--- config.mk ---
export PLATFORM = sky130hd
export DESIGN_NAME = store_aligner
export DESIGN_NICKNAME = d
export VERILOG_FILES = /design/src/rtl/store_aligner_pkg.sv /design/src/rtl/store_lane_aligner.sv /design/src/rtl/store_aligner.sv
export SDC_FILE = /design/constraint.sdc
export NUM_CORES = 1
export LEC_CHECK = 0
export CORE_MARGIN = 2
export CORE_UTILIZATION = 46
export CTS_BUF_LIST = sky130_fd_sc_hd__clkbuf_2
export CTS_CLUSTER_SIZE = 28
export DETAILED_ROUTE_END_ITERATION = 10
export MAX_ROUTING_LAYER = met4
export PLACE_DENSITY = 0.78
export RECOVER_POWER = 100
export SLEW_MARGIN = 5
export SYNTH_ARGS = -nofsm -noshare
export SYNTH_HDL_FRONTEND = slang
export SYNTH_SLANG_ARGS = --single-unit
--- constraint.sdc ---
create_clock -name clk -period 1.96 [get_ports clk]
set_input_delay 0.294 -clock clk [delete_from_list [all_inputs] [get_ports clk]]
set_output_delay 0.294 -clock clk [all_outputs]
set_load 0.005 [all_outputs]
--- src/rtl/store_aligner_pkg.sv ---
// -----------------------------------------------------------------------------
// store_aligner_pkg
// Shared definitions for the store aligner: store-size encodings, FSM state
// type and a helper that turns a size code into its unshifted byte mask.
// -----------------------------------------------------------------------------
package store_aligner_pkg;

    localparam logic [1:0] SIZE_B = 2'd0;
    localparam logic [1:0] SIZE_H = 2'd1;
    localparam logic [1:0] SIZE_W = 2'd2;

    typedef enum logic [1:0] {
        ST_IDLE  = 2'd0,
        ST_BEAT0 = 2'd1,
        ST_BEAT1 = 2'd2,
        ST_ERR   = 2'd3
    } state_e;

    // Byte mask for a store of the given size before lane shifting.
    // The illegal size yields an empty mask so nothing could ever be strobed.
    function automatic logic [3:0] size_mask(input logic [1:0] size);
        logic [3:0] m;
        case (size)
            SIZE_B:  m = 4'b0001;
            SIZE_H:  m = 4'b0011;
            SIZE_W:  m = 4'b1111;
            default: m = 4'b0000;
        endcase
        return m;
    endfunction

endpackage

--- src/rtl/store_lane_aligner.sv ---
// -----------------------------------------------------------------------------
// store_lane_aligner
// Purely combinational lane steering for a store request.
//   off_i         : byte offset within the word (address bits [1:0])
//   size_i        : store size code (0=byte, 1=half, 2=word, 3=illegal)
//   data_i        : LSB-justified store data
//   shifted_o     : data moved into its byte lanes across two words
//   mask_o        : byte strobes across the same two words
//   need_second_o : store spills into the following word
//   illegal_o     : size code 3
// -----------------------------------------------------------------------------
module store_lane_aligner
    import store_aligner_pkg::*;
(
    input  logic [1:0]  off_i,
    input  logic [1:0]  size_i,
    input  logic [31:0] data_i,
    output logic [63:0] shifted_o,
    output logic [7:0]  mask_o,
    output logic        need_second_o,
    output logic        illegal_o
);

    always_comb begin
        // Shift by whole bytes; bytes above the store size ride along but
        // always land in lanes whose strobe is zero.
        shifted_o     = {32'b0, data_i} << {off_i, 3'b000};
        mask_o        = {4'b0000, size_mask(size_i)} << off_i;
        need_second_o = |mask_o[7:4];
        illegal_o     = (size_i == 2'd3);
    end

endmodule

--- src/rtl/store_aligner.sv ---
// -----------------------------------------------------------------------------
// store_aligner
// Turns SB/SH/SW requests into word-aligned memory write beats with byte
// strobes. Stores crossing a word boundary are issued as two beats.
//   clk, rst_n           : clock, asynchronous active-low reset
//   req_valid/req_ready  : request handshake (accepted only in IDLE)
//   req_addr/data/size   : byte address, LSB-justified data, size code
//   mem_valid/mem_ready  : write-beat handshake
//   mem_addr/wdata/wstrb : word-aligned beat, held stable while stalled
//   done                 : one-cycle pulse when the last beat was taken
//   err                  : one-cycle pulse for an illegal size
// -----------------------------------------------------------------------------
module store_aligner
    import store_aligner_pkg::*;
(
    input  logic        clk,
    input  logic        rst_n,
    input  logic        req_valid,
    output logic        req_ready,
    input  logic [31:0] req_addr,
    input  logic [31:0] req_data,
    input  logic [1:0]  req_size,
    output logic        mem_valid,
    input  logic        mem_ready,
    output logic [31:0] mem_addr,
    output logic [31:0] mem_wdata,
    output logic [3:0]  mem_wstrb,
    output logic        done,
    output logic        err
);

    state_e      state_q, state_d;
    logic [29:0] waddr_q;
    logic [63:0] wdata_q;
    logic [7:0]  wstrb_q;
    logic        second_q;
    logic        done_q, done_d;
    logic        err_q, err_d;

    logic [63:0] shifted;
    logic [7:0]  mask;
    logic        need_second;
    logic        illegal;
    logic        accept;

    store_lane_aligner u_lane (
        .off_i         (req_addr[1:0]),
        .size_i        (req_size),
        .data_i        (req_data),
        .shifted_o     (shifted),
        .mask_o        (mask),
        .need_second_o (need_second),
        .illegal_o     (illegal)
    );

    assign accept = (state_q == ST_IDLE) && req_valid;

    // State register plus the beat payload captured at acceptance.
    always_ff @(posedge clk or negedge rst_n) begin
        if (!rst_n) begin
            state_q  <= ST_IDLE;
            waddr_q  <= '0;
            wdata_q  <= '0;
            wstrb_q  <= '0;
            second_q <= 1'b0;
            done_q   <= 1'b0;
            err_q    <= 1'b0;
        end else begin
            state_q <= state_d;
            done_q  <= done_d;
            err_q   <= err_d;
            if (accept) begin
                waddr_q  <= req_addr[31:2];
                wdata_q  <= shifted;
                wstrb_q  <= mask;
                second_q <= need_second;
            end
        end
    end

    // Next-state logic.
    always_comb begin
        state_d = state_q;
        done_d  = 1'b0;
        err_d   = 1'b0;
        case (state_q)
            ST_IDLE: begin
                if (req_valid) begin
                    state_d = illegal ? ST_ERR : ST_BEAT0;
                    err_d   = illegal;
                end
            end
            ST_BEAT0: begin
                if (mem_ready) begin
                    state_d = second_q ? ST_BEAT1 : ST_IDLE;
                    done_d  = !second_q;
                end
            end
            ST_BEAT1: begin
                if (mem_ready) begin
                    state_d = ST_IDLE;
                    done_d  = 1'b1;
                end
            end
            ST_ERR:  state_d = ST_IDLE;
            default: state_d = ST_IDLE;
        endcase
    end

    // Outputs: beat fields come straight from the captured registers, so
    // they cannot move while a beat is stalled.
    always_comb begin
        req_ready = (state_q == ST_IDLE);
        mem_valid = (state_q == ST_BEAT0) || (state_q == ST_BEAT1);
        if (state_q == ST_BEAT1) begin
            // 30-bit word index wraps 0xFFFFFFFC -> 0x00000000 for free.
            mem_addr  = {waddr_q + 30'd1, 2'b00};
            mem_wdata = wdata_q[63:32];
            mem_wstrb = wstrb_q[7:4];
        end else begin
            mem_addr  = {waddr_q, 2'b00};
            mem_wdata = wdata_q[31:0];
            mem_wstrb = (state_q == ST_BEAT0) ? wstrb_q[3:0] : 4'b0000;
        end
        done = done_q;
        err  = err_q;
    end

endmodule

# --- Yosys cells after proc, flatten, opt, wreduce, memory -nomap -nowiden ---
# Index checks and enable logic that the tools add are counted.
word_totals:
  register_bits: 107
  elab_cells: 42
op_classes:
  add_sub_neg: 1
  n_eq_ne: 9
  shifts: 2
  muxes: 16
  reduce_logical: 7
op_table:
  columns: ["operator", "n"]
  rows:
  - ["$mux W32", 2]
  - ["$shl A32 B5 Y64", 1]
  - ["$add A30 B1 Y30 const B", 1]
  - ["$pmux W4 S3", 1]
  - ["$mux W2", 5]
  - ["$eq A2 B2 Y1 const B", 4]
  - ["$mux W4", 2]
  - ["$pmux W2 S4", 1]
  - ["$shl A4 B2 Y8", 1]
  - ["$ne A2 B2 Y1 const B", 3]
  - ["$eq A2 B1 Y1 const B", 2]
  - ["$logic_not A2 Y1", 2]
  - ["$mux W1", 4]
  - ["$reduce_or A4 Y1", 1]
  - ["$reduce_and A3 Y1", 1]
  - ["$pmux W1 S2", 1]
  - ["$logic_and A1 B1 Y1", 1]
  - ["$logic_not A1 Y1", 1]
  - ["$logic_or A1 B1 Y1", 1]

# --- Depth between registers and ports, before layout ---
# Gate-level depths: netlist (run 1).
depth:
  word_depth: 4
  ltp_mapped: 8
  depth_no_buf: 6

# --- Modules after synthesis ---
# Synthesis (run 1) repeated with hierarchy kept, for this count alone.
unflattened:
  cells_unflattened: 510
  hier_area_um2: 6199.7
by_module_without_submodules:
  columns: ["module", "n_inst", "cells_per_inst", "area_per_inst_um2", "seq_area_each_um2"]
  rows:
  - ["store_aligner", 1, 373, 5094.9, 2677.6]
  - ["store_lane_aligner", 1, 137, 1104.8, 0.0]

# --- Worst setup path before layout (run 1) ---
# Ideal clock, no wire load.
synth_timing:
  path_kind: "reg-to-output"
  start: "reg state_q[0]"
  end: "out mem_addr[19]"
  arrival_ps: 1754
  required_time_ps: 1666
  slack_ps: -88
  stages_incl_launch_ff: 8
  path_buffers: 1
  path_cell_list: "dfrtp_1 > inv_1 > ha_1 > buf_2 > nand4_1 > nor4_4 > nand4_1 > xnor2_1"
synth_via:
  elab_chain_cells: 2
synth_lines:
  columns: ["element", "line", "text"]
  rows:
  - ["start, declared", "store_aligner.sv:32", "state_e state_q, state_d;"]
  - ["start signal, assigned", "store_aligner.sv:69", "state_q <= state_d;"]
  - ["$eq A2 B2 Y1", "store_aligner.sv:115", "if (state_q == ST_BEAT1) begin"]
  - ["$mux W32", "store_aligner.sv:115", null]
  - ["end, declared", "store_aligner.sv:25", "output logic [31:0] mem_addr,"]
# No other way between the ends.

# --- Worst setup path after layout (run 1) ---
layout_timing:
  start: "reg state_q[0]"
  end: "out mem_addr[27]"
# Same word-level chain as after synthesis.

==> results of run 1 <==
Yosys cell counts (all sizes together) (2+ instances only):
library cell    n
nand2         157
dfrtp          98
nor2           46
mux2           34
o21ai          23
xnor2          22
a22o           19
buf            18
mux2i          17
a221oi         15
clkbuf         15
nand4          13
nand3          11
inv            10
nor2b           9
ha              8
mux4            8
xor2            7
a21oi           5
nor3            5
and3            4
a31oi           2
and2            2
nor4            2
power by group:
part	switching, mW	internal [mW]
combinational	2.80	3.30
clock	0.683	0.279
sequential	0.578	2.91
timing repair:
| action | 4_1_cts | 5_1_grt |
|---|---|---|
| pin swaps | 22 | 26 |
| buffers inserted | 17 | 27 |
| endpoints found under the hold margin | 98 | 0 |
| gates cloned | 2 | 4 |
| setup endpoints to repair | 68 | 77 |
| hold buffers | 1 | 0 |
| gates resized for setup | 235 | 109 |
layout make-up:
class,instances,area share
Clock buffer,9,0.00572
Clock inverter,7,0.00763
Inverter,10,0.00477
Multi-Input combinational cell,416,0.378
Sequential cell,98,0.311
Tap cell,143,0.0227
Timing Repair Buffer,248,0.270
path summary, 6_finish.rpt:
kind,from,to,slack [ns]
hold / removal,req_addr[0],wdata_q[46]$_DFFE_PN0P_,0.17
min in group asynchronous,rst_n,wdata_q[0]$_DFFE_PN0P_,0.31
max in group asynchronous,rst_n,waddr_q[24]$_DFFE_PN0P_,0.30
hold reg to reg,wdata_q[31]$_DFFE_PN0P_,wdata_q[31]$_DFFE_PN0P_,0.51
setup / recovery,state_q[0]$_DFFE_PN0P_,mem_addr[27],-0.73
setup reg to reg,state_q[1]$_DFFE_PN0P_,state_q[1]$_DFFE_PN0P_,-0.24
layer usage:
| metal | GRT usage | vias up | routed length [um] |
|---|---|---|---|
| met1 | 0.351 | 2505 | 6890 |
| met5 | - | - | 0 |
| met2 | 0.457 | 304 | 8670 |
| met3 | 0.0552 | 36 | 1530 |
| li1 | - | 2349 | - |
| met4 | 0.100 | 0 | 379 |
per-stage QoR:
stage               total power [mW]   util
floorplan                       5.88      -
global placement                8.77  0.642
detailed placement              8.94  0.642
CTS                             9.76  0.668
global route                    11.2  0.696
finish                          10.6  0.696
placed cells by master, fill, tap and decap left out, drive strengths merged:
cell             n
xor2             7
nand2          157
nand4           13
a31oi            2
buf            148
dlygate4sd3      1
nor2b            9
mux2i           17
and2             2
inv             10
xnor2           22
mux4             8
ha               8
a2bb2oi          1
o22ai            1
clkinvlp         1
dfrtp           98
bufinv           1
clkdlybuf4s50   69
nor4             2
a22o            19
nand3           11
clkbuf          38
mux2            34
dlygate4sd2      1
and3             4
o31ai            1
a221oi          15
conb             2
o21ai           23
nor2            46
nor3             5
clkinv           5
a211oi           1
and4             1
a21oi            5
sequential cells by signal (all words and copies together) (netlist names):
register	count
wdata_q	56
waddr_q	30
wstrb_q	7
state_q	2
done	1
err	1
second_q	1
worst max-delay path, delay by kind of cell, from the launching register on:
family	cells	cell delay [ns]
simple gates	3	0.52
fa+ha+maj	1	0.14
buf+inv	4	0.51
flops	1	0.45
xor+xnor	1	0.19
cell families after synthesis:
kind of cell	count (synthesis)	share of synthesized area
buffers and inverters	43	0.0333
and+or+nand+nor	250	0.206
DFF	98	0.463
adders and majority gates	8	0.0189
xor gates and xnor gates	29	0.0480
other	1	0.000709
AOI/OAI and AO/OA	68	0.0908
muxes	59	0.139
==> results.sh, run 1 <==
export IMPL_final_setup_skew_ns=0.0200
export IMPL_synth_top_flop_cell="sky130_fd_sc_hd__dfrtp_1"
export IMPL_cp_cell_sequence="inv_2, ha_4, nand4_1, nor4_4, buf_6, buf_6, nand4_1, xnor2_1, buf_2"
export IMPL_timing_slew_headroom=0.404
export IMPL_final_setup_worst_slack_ns=-0.727
export IMPL_grt_start_max_net_pins=35
export IMPL_fin_cells=931
export IMPL_total_leakage_power_nw=3.90
export IMPL_yosys_top_cells_area="sky130_fd_sc_hd__dfrtp_1 (46%), sky130_fd_sc_hd__nand2_1 (11%), sky130_fd_sc_hd__mux2_2 (7.2%)"
export IMPL_global_route_congestion_overflow_total=0
export IMPL_die_w_um=111
export IMPL_vdd_ir_drop_worst_uv=617
export IMPL_critical_path_slowest_cell="sky130_fd_sc_hd__dfrtp_1"
export IMPL_final_area_mm2=0.00788
export IMPL_place_gp_congestion=0.935
export IMPL_layout_overhead_on_the_synthesized_area_pct=48.8
export IMPL_cp_data_arrival_time_ns=2.39
export IMPL_cts_made_buffers=9
export IMPL_avg_vias_per_cell=5.58
export IMPL_required_ns=1.67
export IMPL_final_period_utilization=1.37
export IMPL_ctsHtreeMaxLevel=3
export IMPL_placedInstanceArea_mm2=0.00727
export IMPL_avgRoutedWirePerCell_um=18.8
export IMPL_detailedRoute_firstIterationViolations=367
export IMPL_detailedRoute_firstPassIterationCount=5
export IMPL_area_of_the_multi_input_gates_mm2=0.00297
export IMPL_hp_class="input pin to flop"
export IMPL_fp_dieArea_mm2=0.0124
export IMPL_synth_lib_cells_used_distinct=34
export IMPL_most_area_hungry_cell_type_in_the_yosys_netlist="sky130_fd_sc_hd__dfrtp_1"
export IMPL_worstSetupEndpointType="output pin"
export IMPL_tritoncts="built"
export IMPL_tns_ns=-34.84
export IMPL_synth_warning_count=0
export IMPL_sequential_fraction_of_the_synthesis_area=0.463
export IMPL_grtUsageTotal=0.280
export IMPL_finalSetupViolations=69
export IMPL_async_reset_ff_frac=1.00
export IMPL_final_hold_violating_endpoints=0
export IMPL_timing_setup_critical_path_class="flop to output pin"
export IMPL_post_synth_inst_count=556
export IMPL_cts_sinks=98
export IMPL_chipHeight_um=111
export IMPL_route_vias_total=5194
export IMPL_critical_path_startpoint_type="flop"
export IMPL_period_needed_ns=2.69
export IMPL_final_seq_area_mm2=0.00245
export IMPL_timing_critical_path_slowest_cell_delay_ns=0.45
export IMPL_cts_buffer_depth=2
export IMPL_clk_pin_slew_worst_paths_ns=0.26
export IMPL_final_max_slew_violation_count=0
export IMPL_yosys_register_bits=98
export IMPL_vias_in_the_first_global_route=5339
export IMPL_dp_hpwl_mm=11.3
export IMPL_maxClockFrequency_ghz=0.372
export IMPL_grt_first_pass_wirelength_mm=27.0
export IMPL_initial_utilization=0.467
export IMPL_antenna_cells=0
export IMPL_crit_path_max_fanout=4
export IMPL_r2r_worst_path_cells=13
export IMPL_clock_root_buffer="sky130_fd_sc_hd__clkbuf_2"
export IMPL_area_of_the_core_region_mm2=0.0113
export IMPL_post_synth_top_area_fraction=0.463
export IMPL_worst_hold_slack_ns=0.175
export IMPL_worstHoldPathCells=3
export IMPL_tightest_slew_ns=0.894
export IMPL_rsz0062_at_grt="true"
export IMPL_worstSkewPairLatency_ns=0.58
export IMPL_final_net_count=861
export IMPL_result_of_the_run="complete, but fails checks"
export IMPL_synth_cell_area_mm2=0.00529
export IMPL_postRouteWirelength_mm=17.5
export IMPL_ant_nets=0
export IMPL_cap_violations=0
export IMPL_failed_checks="negative setup slack"
export IMPL_port_buffer_count=139
export IMPL_dp_cells=867
export IMPL_syn_area_per_cell_um2=9.52
export IMPL_grt_antenna_before_repair=0
export IMPL_rows=39
export IMPL_top_level_ports=142
export IMPL_synth_edf_count=0
export IMPL_power_per_cell_area_mw_per_mm2=1340
export IMPL_drc_errors=0
export IMPL_preCtsSetupSlack_ns=-0.366
export IMPL_nFillCells=846
export IMPL_layout_drive_gt1_share=0.354
(Power assumes the default switching activity.)
==> run 2: changes to the inputs <==
--- a/config.mk
+++ b/config.mk
@@ -6,12 +6,12 @@
 export NUM_CORES = 1
 export LEC_CHECK = 0
 export CORE_MARGIN = 2
-export CORE_UTILIZATION = 46
+export CORE_UTILIZATION = 50
 export CTS_BUF_LIST = sky130_fd_sc_hd__clkbuf_2
 export CTS_CLUSTER_SIZE = 28
 export DETAILED_ROUTE_END_ITERATION = 10
 export MAX_ROUTING_LAYER = met4
-export PLACE_DENSITY = 0.78
+export PLACE_DENSITY = 0.8
 export RECOVER_POWER = 100
 export SLEW_MARGIN = 5
 export SYNTH_ARGS = -nofsm -noshare
==> constraint.sdc (replaced) <==
create_clock -name clk -period 2.5 [get_ports clk]
set_input_delay 0.375 -clock clk [delete_from_list [all_inputs] [get_ports clk]]
set_output_delay 0.375 -clock clk [all_outputs]
set_load 0.005 [all_outputs]
==> results.sh, run 2 (synthesized netlist as in run 1, its figures left out) <==
export IMPL_worst_hold_slack_ns=0.313
export IMPL_final_setup_worst_slack_ns=-0.240
export IMPL_critical_path_reg2reg_endpoint="wdata_q[13]$_DFFE_PN0P_"
export IMPL_post_route_util=0.721
export IMPL_regToRegStartpoint="state_q[0]$_DFFE_PN0P_"
export IMPL_clock_root_buffer="sky130_fd_sc_hd__clkbuf_2"
export IMPL_area_of_the_core_region_mm2=0.0103
export IMPL_cp_data_arrival_time_ns=2.37
export IMPL_vias_in_the_first_global_route=5051
export IMPL_postRouteWirelength_mm=15.9
export IMPL_detailedRoute_firstPassIterationCount=5
export IMPL_min_delay_worst_endpoint="wdata_q[14]$_DFFE_PN0P_"
export IMPL_layout_overhead_on_the_synthesized_area_pct=40.1
export IMPL_ctsHtreeMaxLevel=3
export IMPL_grt_start_max_net_pins=53
export IMPL_hp_class="input pin to flop"
export IMPL_r2r_setup_slack_ns=0.28
export IMPL_final_area_mm2=0.00741
export IMPL_tightest_slew_ns=1.20
export IMPL_grt_first_pass_wirelength_mm=25.0
export IMPL_finalPower_mw=7.46
export IMPL_final_net_count=813
export IMPL_route_vias_total=5046
export IMPL_cts_sinks=98
export IMPL_die_w_um=107
export IMPL_global_route_congestion_overflow_total=0
export IMPL_crit_path_max_fanout=4
export IMPL_final_period_utilization=1.10
export IMPL_cts_made_buffers=9
export IMPL_grt_antenna_before_repair=0
export IMPL_period_needed_ns=2.74
export IMPL_vdd_ir_drop_worst_uv=445
export IMPL_placedInstanceArea_mm2=0.00693
export IMPL_finalSetupViolations=35
export IMPL_max_reg_flops=56
export IMPL_chipHeight_um=107
export IMPL_antenna_cells=0
export IMPL_detailedRoute_firstIterationViolations=455
export IMPL_dp_hpwl_mm=10.7
export IMPL_total_leakage_power_nw=3.65
export IMPL_initial_utilization=0.515
export IMPL_result_of_the_run="complete, but fails checks"
export IMPL_required_ns=2.12
export IMPL_cap_violations=0
export IMPL_failed_checks="negative setup slack"
export IMPL_worstHoldPathCells=3
export IMPL_worstSetupEndpointType="output pin"
export IMPL_grtUsageTotal=0.287
export IMPL_largest_register="wdata_q"
export IMPL_power_per_cell_area_mw_per_mm2=1010
export IMPL_maxClockFrequency_ghz=0.365
export IMPL_largestRegisters="wdata_q x56, waddr_q x30, wstrb_q x7"
export IMPL_avg_vias_per_cell=5.77
export IMPL_layout_drive_gt1_share=0.229
export IMPL_ant_nets=0
export IMPL_worstSkewPairLatency_ns=0.55
export IMPL_rsz0062_at_grt="true"
export IMPL_clk_pin_slew_worst_paths_ns=0.25
export IMPL_port_buffer_count=139
export IMPL_avgRoutedWirePerCell_um=18.2
export IMPL_timing_hold_worst_start="req_addr[0]"
export IMPL_final_max_slew_violation_count=0
export IMPL_final_setup_skew_ns=0.0257
export IMPL_r2r_worst_path_cells=8
export IMPL_drc_errors=0
export IMPL_final_hold_violating_endpoints=0
export IMPL_timing_setup_critical_path_class="flop to output pin"
export IMPL_layout_common_cells="sky130_fd_sc_hd__nand2_1 (154), sky130_fd_sc_hd__dfrtp_1 (97), sky130_fd_sc_hd__clkdlybuf4s50_1 (71)"
export IMPL_place_gp_congestion=0.899
export IMPL_critical_path_startpoint_type="flop"
export IMPL_most_common_cell_after_layout_fill_and_taps_aside="sky130_fd_sc_hd__nand2_1"
export IMPL_tns_ns=-2.97
export IMPL_rows=37
export IMPL_timing_slew_headroom=0.198
export IMPL_top_level_ports=142
export IMPL_fp_dieArea_mm2=0.0114
export IMPL_tritoncts="built"
export IMPL_cts_buffer_depth=2
-- run 2: cell types whose count changed in the layout (fill, tap and decap cells not counted), moves of 4 or more --
cell / change
sky130_fd_sc_hd__buf_2: -20
sky130_fd_sc_hd__buf_4: -22
sky130_fd_sc_hd__buf_6: -22
sky130_fd_sc_hd__clkbuf_2: -24
sky130_fd_sc_hd__dlygate4sd2_1: +37
sky130_fd_sc_hd__dlymetal6s2s_1: +4
sky130_fd_sc_hd__mux2_2: +9
sky130_fd_sc_hd__mux2_4: -9
sky130_fd_sc_hd__nand2_1: +4
-- run 2: how the worst max path moves through the flow --
stage / cells past startpoint / slack (ns) / from / endpoint
6_report: 10 / -0.24 / state_q[0]$_DFFE_PN0P_ / mem_addr[19]
5_1_grt: 10 / -0.39 / state_q[0]$_DFFE_PN0P_ / mem_addr[31]
2_1_floorplan: 7 / 0.37 / state_q[0]$_DFFE_PN0P_ / mem_addr[19]
4_1_cts: 10 / -0.30 / state_q[0]$_DFFE_PN0P_ / mem_addr[19]
3_5_place_dp: 8 / 0.01 / state_q[0]$_DFFE_PN0P_ / mem_addr[22]
3_3_place_gp: 8 / 0.05 / state_q[0]$_DFFE_PN0P_ / mem_addr[22]
-- run 2: where the power goes --
part	switching [mW]	total (mW)	internal, mW
sequential	0.565	2.85	2.28
clock	0.499	0.617	0.119
combinational	1.82	3.99	2.17
total	2.88	7.46	4.57
-- run 2: layout make-up --
| cell class | instances | area [um^2] |
|---|---|---|
| clock buffers | 10 | 50.0 |
| clock inverters | 5 | 22.5 |
| fillers | 756 | 2860 |
| inverters | 10 | 37.5 |
| multi-input cells | 416 | 2830 |
| flip-flops and latches | 98 | 2450 |
| well taps | 136 | 170 |
| repair buffers | 200 | 1850 |
-- run 2: timing repair --
item                                   in CTS  in global routing
pin swaps                                  17                 20
buffers inserted                           25                 10
setup endpoints to repair                  65                 55
hold buffers                                1                  0
gates cloned                                3                  1
endpoints found under the hold margin      46                  0
resized for setup                         155                 29
-- run 2: stage by stage --
stage / cells / setup WS, ns
detailed placement: 822 / 0.0106
finish: 875 / -0.240
global route: 875 / -0.386
CTS: 866 / -0.296
floorplan: 557 / 0.371
global placement: 822 / 0.0501
-- run 2: critical path, cell delays in order, from the launching register on --
cell                      delay (ns)
sky130_fd_sc_hd__dfrtp_1        0.45
sky130_fd_sc_hd__inv_2          0.08
sky130_fd_sc_hd__ha_4           0.15
sky130_fd_sc_hd__nand4_1        0.12
sky130_fd_sc_hd__buf_4          0.17
sky130_fd_sc_hd__nor4_4         0.17
sky130_fd_sc_hd__buf_6          0.16
sky130_fd_sc_hd__buf_6          0.09
sky130_fd_sc_hd__nand4_1        0.12
sky130_fd_sc_hd__xnor2_1        0.18
sky130_fd_sc_hd__buf_2          0.14
-- run 2: per-layer routing --
layer	track usage	wire length [um]	share of wire	vias up
met5	-	0	0	-
met4	0.117	467	0.029	0
met3	0.0498	1380	0.087	47
met2	0.473	7620	0.48	321
met1	0.355	6480	0.41	2421
li1	-	-	-	2257
==> run 3: changes to the inputs <==
--- a/config.mk
+++ b/config.mk
@@ -8,9 +8,8 @@
 export CORE_MARGIN = 2
 export CORE_UTILIZATION = 50
 export CTS_BUF_LIST = sky130_fd_sc_hd__clkbuf_2
-export CTS_CLUSTER_SIZE = 28
+export CTS_CLUSTER_SIZE = 30
 export DETAILED_ROUTE_END_ITERATION = 10
-export MAX_ROUTING_LAYER = met4
 export PLACE_DENSITY = 0.8
 export RECOVER_POWER = 100
 export SLEW_MARGIN = 5
==> results.sh, run 3 (synthesized netlist as in run 1, its figures left out) <==
export IMPL_grt_first_pass_wirelength_mm=25.0
export IMPL_final_max_slew_violation_count=0
export IMPL_final_net_count=813
export IMPL_final_area_mm2=0.00741
export IMPL_cts_sinks=98
export IMPL_avg_vias_per_cell=5.73
export IMPL_share_comb_of_total_power=0.535
export IMPL_ant_nets=0
export IMPL_rows=37
export IMPL_place_gp_congestion=0.885
export IMPL_intPower_mw=4.57
export IMPL_maxClockFrequency_ghz=0.359
export IMPL_avgRoutedWirePerCell_um=18.5
export IMPL_regToRegStartpoint="state_q[0]$_DFFE_PN0P_"
export IMPL_seqPwrFrac=0.381
export IMPL_timing_setup_critical_path_class="flop to output pin"
export IMPL_r2r_worst_path_cells=8
export IMPL_min_delay_worst_endpoint="wdata_q[14]$_DFFE_PN0P_"
export IMPL_fp_dieArea_mm2=0.0114
export IMPL_largest_register="wdata_q"
export IMPL_timing_slew_headroom=0.214
export IMPL_grtUsageTotal=0.281
export IMPL_final_period_utilization=1.11
export IMPL_clk_pin_slew_worst_paths_ns=0.25
export IMPL_finalPower_mw=7.47
export IMPL_result_of_the_run="complete, but fails checks"
export IMPL_cts_made_buffers=9
export IMPL_timing_hold_worst_start="req_addr[0]"
export IMPL_clock_root_buffer="sky130_fd_sc_hd__clkbuf_2"
export IMPL_port_buffer_count=139
export IMPL_total_leakage_power_nw=3.63
export IMPL_cp_cell_sequence="inv_2, ha_4, nand3_2, nor4_4, buf_4, buf_4, buf_4, nand4_1, xnor2_1, dlygate4sd2_1"
export IMPL_worstSkewPairLatency_ns=0.60
export IMPL_detailedRoute_firstIterationViolations=514
export IMPL_route_vias_total=5017
export IMPL_cts_buffer_depth=2
export IMPL_max_reg_flops=56
export IMPL_grt_antenna_before_repair=0
export IMPL_final_seq_area_mm2=0.00245
export IMPL_cp_data_arrival_time_ns=2.41
export IMPL_layout_drive_gt1_share=0.231
export IMPL_cap_violations=0
export IMPL_power_frac_clock=0.084
export IMPL_period_needed_ns=2.79
export IMPL_postRouteWirelength_mm=16.2
export IMPL_drc_errors=0
export IMPL_hp_class="input pin to flop"
export IMPL_power_per_cell_area_mw_per_mm2=1010
export IMPL_final_setup_skew_ns=0.0336
export IMPL_finalSetupViolations=38
export IMPL_r2r_setup_slack_ns=0.31
export IMPL_failed_checks="negative setup slack"
export IMPL_final_setup_worst_slack_ns=-0.286
export IMPL_tritoncts="built"
export IMPL_nFillCells=751
export IMPL_dp_cells=822
export IMPL_most_common_cell_after_layout_fill_and_taps_aside="sky130_fd_sc_hd__nand2_1"
export IMPL_tightest_slew_ns=1.18
export IMPL_rsz0062_at_grt="true"
export IMPL_grt_start_max_net_pins=53
export IMPL_ctsHtreeMaxLevel=3
export IMPL_dp_hpwl_mm=10.7
export IMPL_largestRegisters="wdata_q x56, waddr_q x30, wstrb_q x7"
export IMPL_vdd_ir_drop_worst_uv=443
export IMPL_power_share_switching=0.388
export IMPL_fin_cells=875
export IMPL_layout_common_cells="sky130_fd_sc_hd__nand2_1 (154), sky130_fd_sc_hd__dfrtp_1 (97), sky130_fd_sc_hd__clkdlybuf4s50_1 (70)"
export IMPL_top_level_ports=142
export IMPL_chipHeight_um=107
export IMPL_vias_in_the_first_global_route=5063
export IMPL_layout_overhead_on_the_synthesized_area_pct=40.1
export IMPL_critical_path_slowest_cell="sky130_fd_sc_hd__dfrtp_1"
export IMPL_worst_path_most_repeated_cell="sky130_fd_sc_hd__buf_4"
export IMPL_critical_path_startpoint_type="flop"
export IMPL_critical_path_reg2reg_endpoint="wdata_q[13]$_DFFE_PN0P_"
export IMPL_crit_path_max_fanout=4
export IMPL_area_of_the_core_region_mm2=0.0103
export IMPL_antenna_cells=0
export IMPL_detailedRoute_firstPassIterationCount=5
export IMPL_required_ns=2.12
export IMPL_tns_ns=-4.28
export IMPL_placedInstanceArea_mm2=0.00693
export IMPL_timing_critical_path_slowest_cell_delay_ns=0.44
export IMPL_worstHoldPathCells=3
export IMPL_worstSetupEndpointType="output pin"
export IMPL_area_of_the_multi_input_gates_mm2=0.00283
export IMPL_total_switching_power_mw=2.90
export IMPL_initial_utilization=0.515
export IMPL_die_w_um=107
export IMPL_global_route_congestion_overflow_total=0
export IMPL_final_hold_violating_endpoints=0
run 3: cell types whose count changed in the layout (fill, tap and decap cells not counted):
cell	delta
sky130_fd_sc_hd__buf_2	+1
sky130_fd_sc_hd__buf_4	-1
sky130_fd_sc_hd__buf_6	+1
sky130_fd_sc_hd__clkbuf_2	+1
sky130_fd_sc_hd__clkdlybuf4s15_1	+4
sky130_fd_sc_hd__clkdlybuf4s50_1	-1
sky130_fd_sc_hd__dlygate4sd2_1	-5
run 3: worst max-delay path by stage:
stage,startpoint,to,cells past startpoint
after floorplan,state_q[0]$_DFFE_PN0P_,mem_addr[19],7
after global placement,state_q[0]$_DFFE_PN0P_,mem_addr[22],8
after detailed placement,state_q[0]$_DFFE_PN0P_,mem_addr[22],8
after CTS,state_q[0]$_DFFE_PN0P_,mem_addr[19],10
after global routing,state_q[0]$_DFFE_PN0P_,mem_addr[31],10
final,state_q[0]$_DFFE_PN0P_,mem_addr[22],10
run 3: worst max-delay path, delay by kind of cell, from the launching register on:
family	cells	cell delay, ns
adders and majority gates	1	0.15
and+or+nand+nor	3	0.38
DFF	1	0.44
buffers and inverters	5	0.72
xor gates and xnor gates	1	0.14
run 3: area by class of cell:
cell class | instances | share of cell area
multi-input cells | 416 | 0.382
inverters | 10 | 0.00506
flip-flops and latches | 98 | 0.331
clock buffers | 10 | 0.00675
well taps | 136 | 0.0230
clock inverters | 5 | 0.00304
repair buffers | 200 | 0.249
run 3: what timing repair did:
action / in CTS / in global routing
pin swaps: 17 / 19
endpoints found under the setup margin: 65 / 60
hold buffers: 1 / 0
cloned: 3 / 1
hold endpoints to repair: 46 / 0
resized for setup: 155 / 39
setup buffers: 25 / 10
run 3: per-layer routing:
metal	wire (um)	GRT usage	vias to the layer above
met5	0	0	-
met4	429	0.100	0
met3	1440	0.0681	43
met2	7780	0.473	295
met1	6530	0.354	2423
li1	-	-	2256
run 3: through the flow:
stage | utilization | worst slack (ns) | hold slack (ns)
3_5_place_dp | 0.674 | 0.0106 | 0.433
6_report | 0.721 | -0.286 | 0.284
2_1_floorplan | - | 0.371 | 0.0794
3_3_place_gp | 0.674 | 0.0501 | 0.420
4_1_cts | 0.709 | -0.296 | 0.294
5_1_grt | 0.721 | -0.419 | 0.235
run 3: power by group through the flow:
stage / registers [mW] / clock network (mW) / logic [mW]
6_report: 2.85 / 0.627 / 4.00
5_1_grt: 2.92 / 0.697 / 4.35
4_1_cts: 2.81 / 0.632 / 3.84
3_5_place_dp: 2.85 / 0 / 3.78
3_3_place_gp: 2.80 / 0 / 3.68
2_1_floorplan: 2.70 / 0 / 1.89
==> edit 1: new RTL, config.mk and constraints of run 2 <==
Encoding of `state_e`: now one-hot (4 bits for 4 states).
--- a/src/rtl/store_aligner_pkg.sv
+++ b/src/rtl/store_aligner_pkg.sv
@@ -11,7 +11,7 @@
 
-    typedef enum logic [1:0] {
-        ST_IDLE  = 2'd0,
-        ST_BEAT0 = 2'd1,
-        ST_BEAT1 = 2'd2,
-        ST_ERR   = 2'd3
+    typedef enum logic [3:0] {
+        ST_IDLE  = 4'b0001,
+        ST_BEAT0 = 4'b0010,
+        ST_BEAT1 = 4'b0100,
+        ST_ERR   = 4'b1000
     } state_e;
Formal check against the unedited RTL: no difference found for any inputs over 10 cycles, from zero or initial values and one cycle with rst_n low; not proved beyond that.
==> edit 1 against run 2 <==
The flow still finishes with violations (negative setup slack). Via count decreased by 0.36%. Design area grew 1.4%. Area after synthesis increased by 4.2%. Synthesized cell count increased by 3.2%. Critical path depth fell by 3. Total power shrank 8.0%. Wire length up 1.1%. Register-to-register slack worse by 260 ps. Worst setup slack got worse by 210 ps. Sequential cell count rose by 2. Largest cell class unchanged.
==> edit 1: results (changes against run 2) <==
Clocking
  • Reg clk slew, reported paths: 270 ps (was 250 ps)

Critical path
  • FF-to-FF path depth: 7 (was 8)
  • Largest delay share family, worst path: simple AND/OR/NAND/NOR gates (was buffers and inverters)
  • Critical path's slowest cell: or4b_4 (was dfrtp_1)
  • Reg2reg end: wdata_q[28] (was wdata_q[13])
  • Critical path origin: state_q[1] (was state_q[0])
  • Critical Path Max Stage Delay: 590 ps (was 450 ps)
  • RR Startpoint: state_q[3] (was state_q[0])

Final layout
  • Nets: 807 (was 813)
  • Layout cell share with drive strength beyond 1: 24.5% (was 22.9%)

Status
  • Run status: complete, but fails checks (unchanged)
  • Failing checks: negative setup slack (unchanged)

Power and ir drop
  • Combinational cell fraction of total power: 44.9% (was 53.5%)
  • Maximum VDD drop: 0.496 mV (was 0.445 mV)
  • Clock power frac: 12.7% (was 8.3%)
  • Pleak: 0.00341 uW (was 0.00365 uW)
  • Internal: 4320 uW (was 4570 uW)

Routing
  • Per-cell routed wire length: 18.4 um (was 18.2 um)
  • Vias per inst: 5.73 (was 5.77)

Placed design
  • Setup slack at placement: -141 ps (was 10.6 ps)
  • DPL Wire Length: 10600 um (was 10700 um)

STA
  • Hold WS: 318 ps (was 313 ps)
  • Rel. slew slack: 27.7% (was 19.8%)
  • Setup Viol. Count Final: 61 (was 35)
  • Setup TNS: -21090 ps (was -2970 ps)
  • Slack of the critical path: -448 ps (was -240 ps)

Synthesis
  • Synth area leaders: dfrtp_1, nand2_1, mux2_2 (unchanged)
  • Seq/Total Area, Yosys: 45.4% (was 46.3%)

Global routing
  • Vias in the first global route: 5045 (was 5051)
-- edit 1: changes by cell type after synthesis, sizes merged, moves of 13 or more --
cell    before  now
a221oi      15    0
mux2        34   47
o31ai        1   16
a22o        19    3
nor2        46    9
-- edit 1: per-stage QoR --
| step | total power [uW] | cells | utilization, % |
|---|---|---|---|
| CTS | 6830 | 874 | 69.0 |
| floorplan | 4420 | 575 | - |
| global placement | 6000 | 845 | 66.7 |
| detailed placement | 6140 | 845 | 66.7 |
| finish | 6860 | 878 | 69.6 |
| global route | 7320 | 878 | 69.6 |
-- edit 1: what timing repair did --
item / in CTS / in global routing
cloned: 1 / 0
hold buffers: 1 / 0
pin swaps: 25 / 19
resized for setup: 146 / 36
setup buffers: 11 / 5
endpoints found under the hold margin: 42 / 0
endpoints found under the setup margin: 67 / 67
-- edit 1: worst min-delay path: cells and delay by family --
family / cells / cell delay (ps)
buffers and inverters: 1 / 300
and+or+nand+nor: 1 / 140
AOI/OAI and AO/OA: 1 / 70
-- edit 1: cells by family after synthesis --
kind of cell / synth area share [%]
AO/OA/AOI/OAI: 9.87
XOR/XNOR: 4.61
adder cells (fa/ha/maj): 0.908
buffers and inverters: 3.45
flip-flops: 45.4
multiplexers: 16.0
other: 0.0680
AND/OR/NAND/NOR: 19.7
-- edit 1: routing by layer --
metal  vias to the layer above  global-route usage [%]  part of all wire (%)
met2                       250                    46.2                    49
met5                         -                       -                     0
met3                        47                    5.02                   7.7
met4                         0                    14.4                   2.9
li1                       2303                       -                     -
met1                      2428                    33.1                    40
-- edit 1: final cells by class --
class                           instances  area [um^2]
Sequential cell                       100         2500
Inverter                                6         22.5
Tap cell                              140          175
Clock inverter                          5         76.3
Fill cell                             802         3280
Timing Repair Buffer                  186         1640
Multi-Input combinational cell        430         3040
Clock buffer                           11         55.1
==> edit 2: new RTL, flow settings as in run 2 <==
Without the edit above. Reset style: synchronous (`rst_n`), changed in one clocked block. Comments in the files are not updated.
--- a/src/rtl/store_aligner.sv
+++ b/src/rtl/store_aligner.sv
@@ -58,3 +58,3 @@
     // State register plus the beat payload captured at acceptance.
-    always_ff @(posedge clk or negedge rst_n) begin
+    always_ff @(posedge clk) begin
         if (!rst_n) begin
Check against the original RTL: differs if rst_n is asserted again (counterexample within 4 cycles, from zero or initial values and one cycle with rst_n low); with rst_n held inactive, the same outputs for 10 cycles.
==> edit 2 against run 2 <==
The run still ends with negative setup slack left. Combinational power fell by 37%. Sequential cell count stayed put. Clock power up 51%. Synthesized cell count grew 2.2%. Total power shrank 27%. Worst setup slack worse by 29 ps. Non-clock buffer count rose by 9. Clock skew up 6.6 ps. Core utilization grew 3.0 points. Design area is 1.8% lower. Area after synthesis fell by 6.2%. Wire length is 3.2% higher. Largest power group unchanged. Highest routed layer unchanged.
==> edit 2: results (changes against run 2) <==
STA
  • Clock Skew: 32.3 ps (was 25.7 ps)
  • Setup Viol. Count Final: 26 (was 35)
  • Slack of the critical path: -269 ps (was -240 ps)
  • Worst-Margin Slew: 846 ps (was 1200 ps)

Critical path
  • Worst R2R Setup Slack: 40 ps (was 280 ps)
  • RR Startpoint: state_q[0] (unchanged)
  • Reg2reg end: wdata_q[41] (was wdata_q[13])
  • Arr. time, crit path: 2390 ps (was 2370 ps)
  • Critical Path Max Stage Delay: 390 ps (was 450 ps)

Power and ir drop
  • Pleak: 0.00309 uW (was 0.00365 uW)
  • Sw Ratio: 36.8% (was 38.7%)

Synthesis
  • Main synth FF type: dfxtp_1 (was dfrtp_1)
  • Synth area leaders: dfxtp_1, mux2_2, nand2_1 (was dfrtp_1, nand2_1, mux2_2)
  • Seq/Total Area, Yosys: 39.5% (was 46.3%)
  • Post-Synth Adder-Cell Area: 1.76% (was 1.89%)
  • Avg Inst Size Synth: 8.74 um^2 (was 9.52 um^2)
  • Mux cell area share after synthesis: 11.5% (was 13.9%)

Routing
  • Met1 WL: 6760 um (was 6480 um)
  • Vias per inst: 5.76 (was 5.77)
  • Metal3 WL: 1040 um (was 1380 um)

Placed design
  • DPL Wire Length: 10200 um (was 10700 um)
  • Gp weighted congestion: 0.943 (was 0.899)
  • Setup slack at placement: -73.6 ps (was 10.6 ps)

Global routing
  • Vias in the first global route: 4974 (was 5051)
  • First-pass GRT wire length: 25100 um (was 25000 um)

Clocking
  • Clock Latency Late Sink: 590 ps (was 550 ps)

Status
  • Run status: complete, but fails checks (unchanged)
  • Failing checks: negative setup slack (unchanged)

Min path
  • Hold Path Origin: req_addr[17] (was req_addr[0])

Final layout
  • Layout cell share with drive strength beyond 1: 32.8% (was 22.9%)
  • Non-Filler Instances: 887 (was 875)
  • # fillers: 701 (was 756)
-- edit 2: changes by cell type in the layout (fill, tap and decap cells not counted), sizes merged, moves of 26 or more --
cell	change
a22oi	+27
buf	+26
dfrtp	-98
dfxtp	+98
dlygate4sd2	-36
nand2	-59
-- edit 2: area by class of cell --
cell class | instances | share of cell area (%)
clock buffers | 9 | 0.619
repair buffers | 209 | 25.8
clock inverters | 7 | 1.46
multi-input cells | 421 | 41.7
inverters | 10 | 0.516
flip-flops and latches | 98 | 27.6
well taps | 133 | 2.29
-- edit 2: tightest hold or removal path, cell delays in order --
cell             delay (ps)
clkdlybuf4s50_1         390
nand2_1                  50
a21oi_1                  50
-- edit 2: power groups by stage --
stage / logic (uW) / clock network [uW] / registers (uW)
6_report: 2500 / 933 / 1990
5_1_grt: 2670 / 1010 / 2020
4_1_cts: 2320 / 946 / 1980
3_5_place_dp: 2020 / 0 / 1990
3_3_place_gp: 1970 / 0 / 1980
2_1_floorplan: 1110 / 0 / 1970
-- edit 2: how the worst max path moves through the flow --
stage                    start            to  slack, ps  depth (start not counted)
floorplan           state_q[0]  mem_addr[19]        540                          7
CTS                 state_q[0]  mem_addr[19]       -230                         10
finish              state_q[0]  mem_addr[24]       -270                         11
global route        state_q[0]  mem_addr[24]       -380                         11
detailed placement  state_q[0]  mem_addr[19]        -70                          7
global placement    state_q[0]  mem_addr[19]         40                          7
-- edit 2: timing repair --
| item | CTS | global route |
|---|---|---|
| pin swaps | 30 | 20 |
| cloned | 4 | 0 |
| endpoints found under the setup margin | 66 | 60 |
| buffers inserted | 30 | 16 |
| gates resized for setup | 196 | 147 |
-- edit 2: layer usage --
metal	global-route usage, %	up-vias
met4	11.6	0
met2	50.5	224
met1	35.4	2476
met3	4.28	39
met5	-	-
li1	-	2370
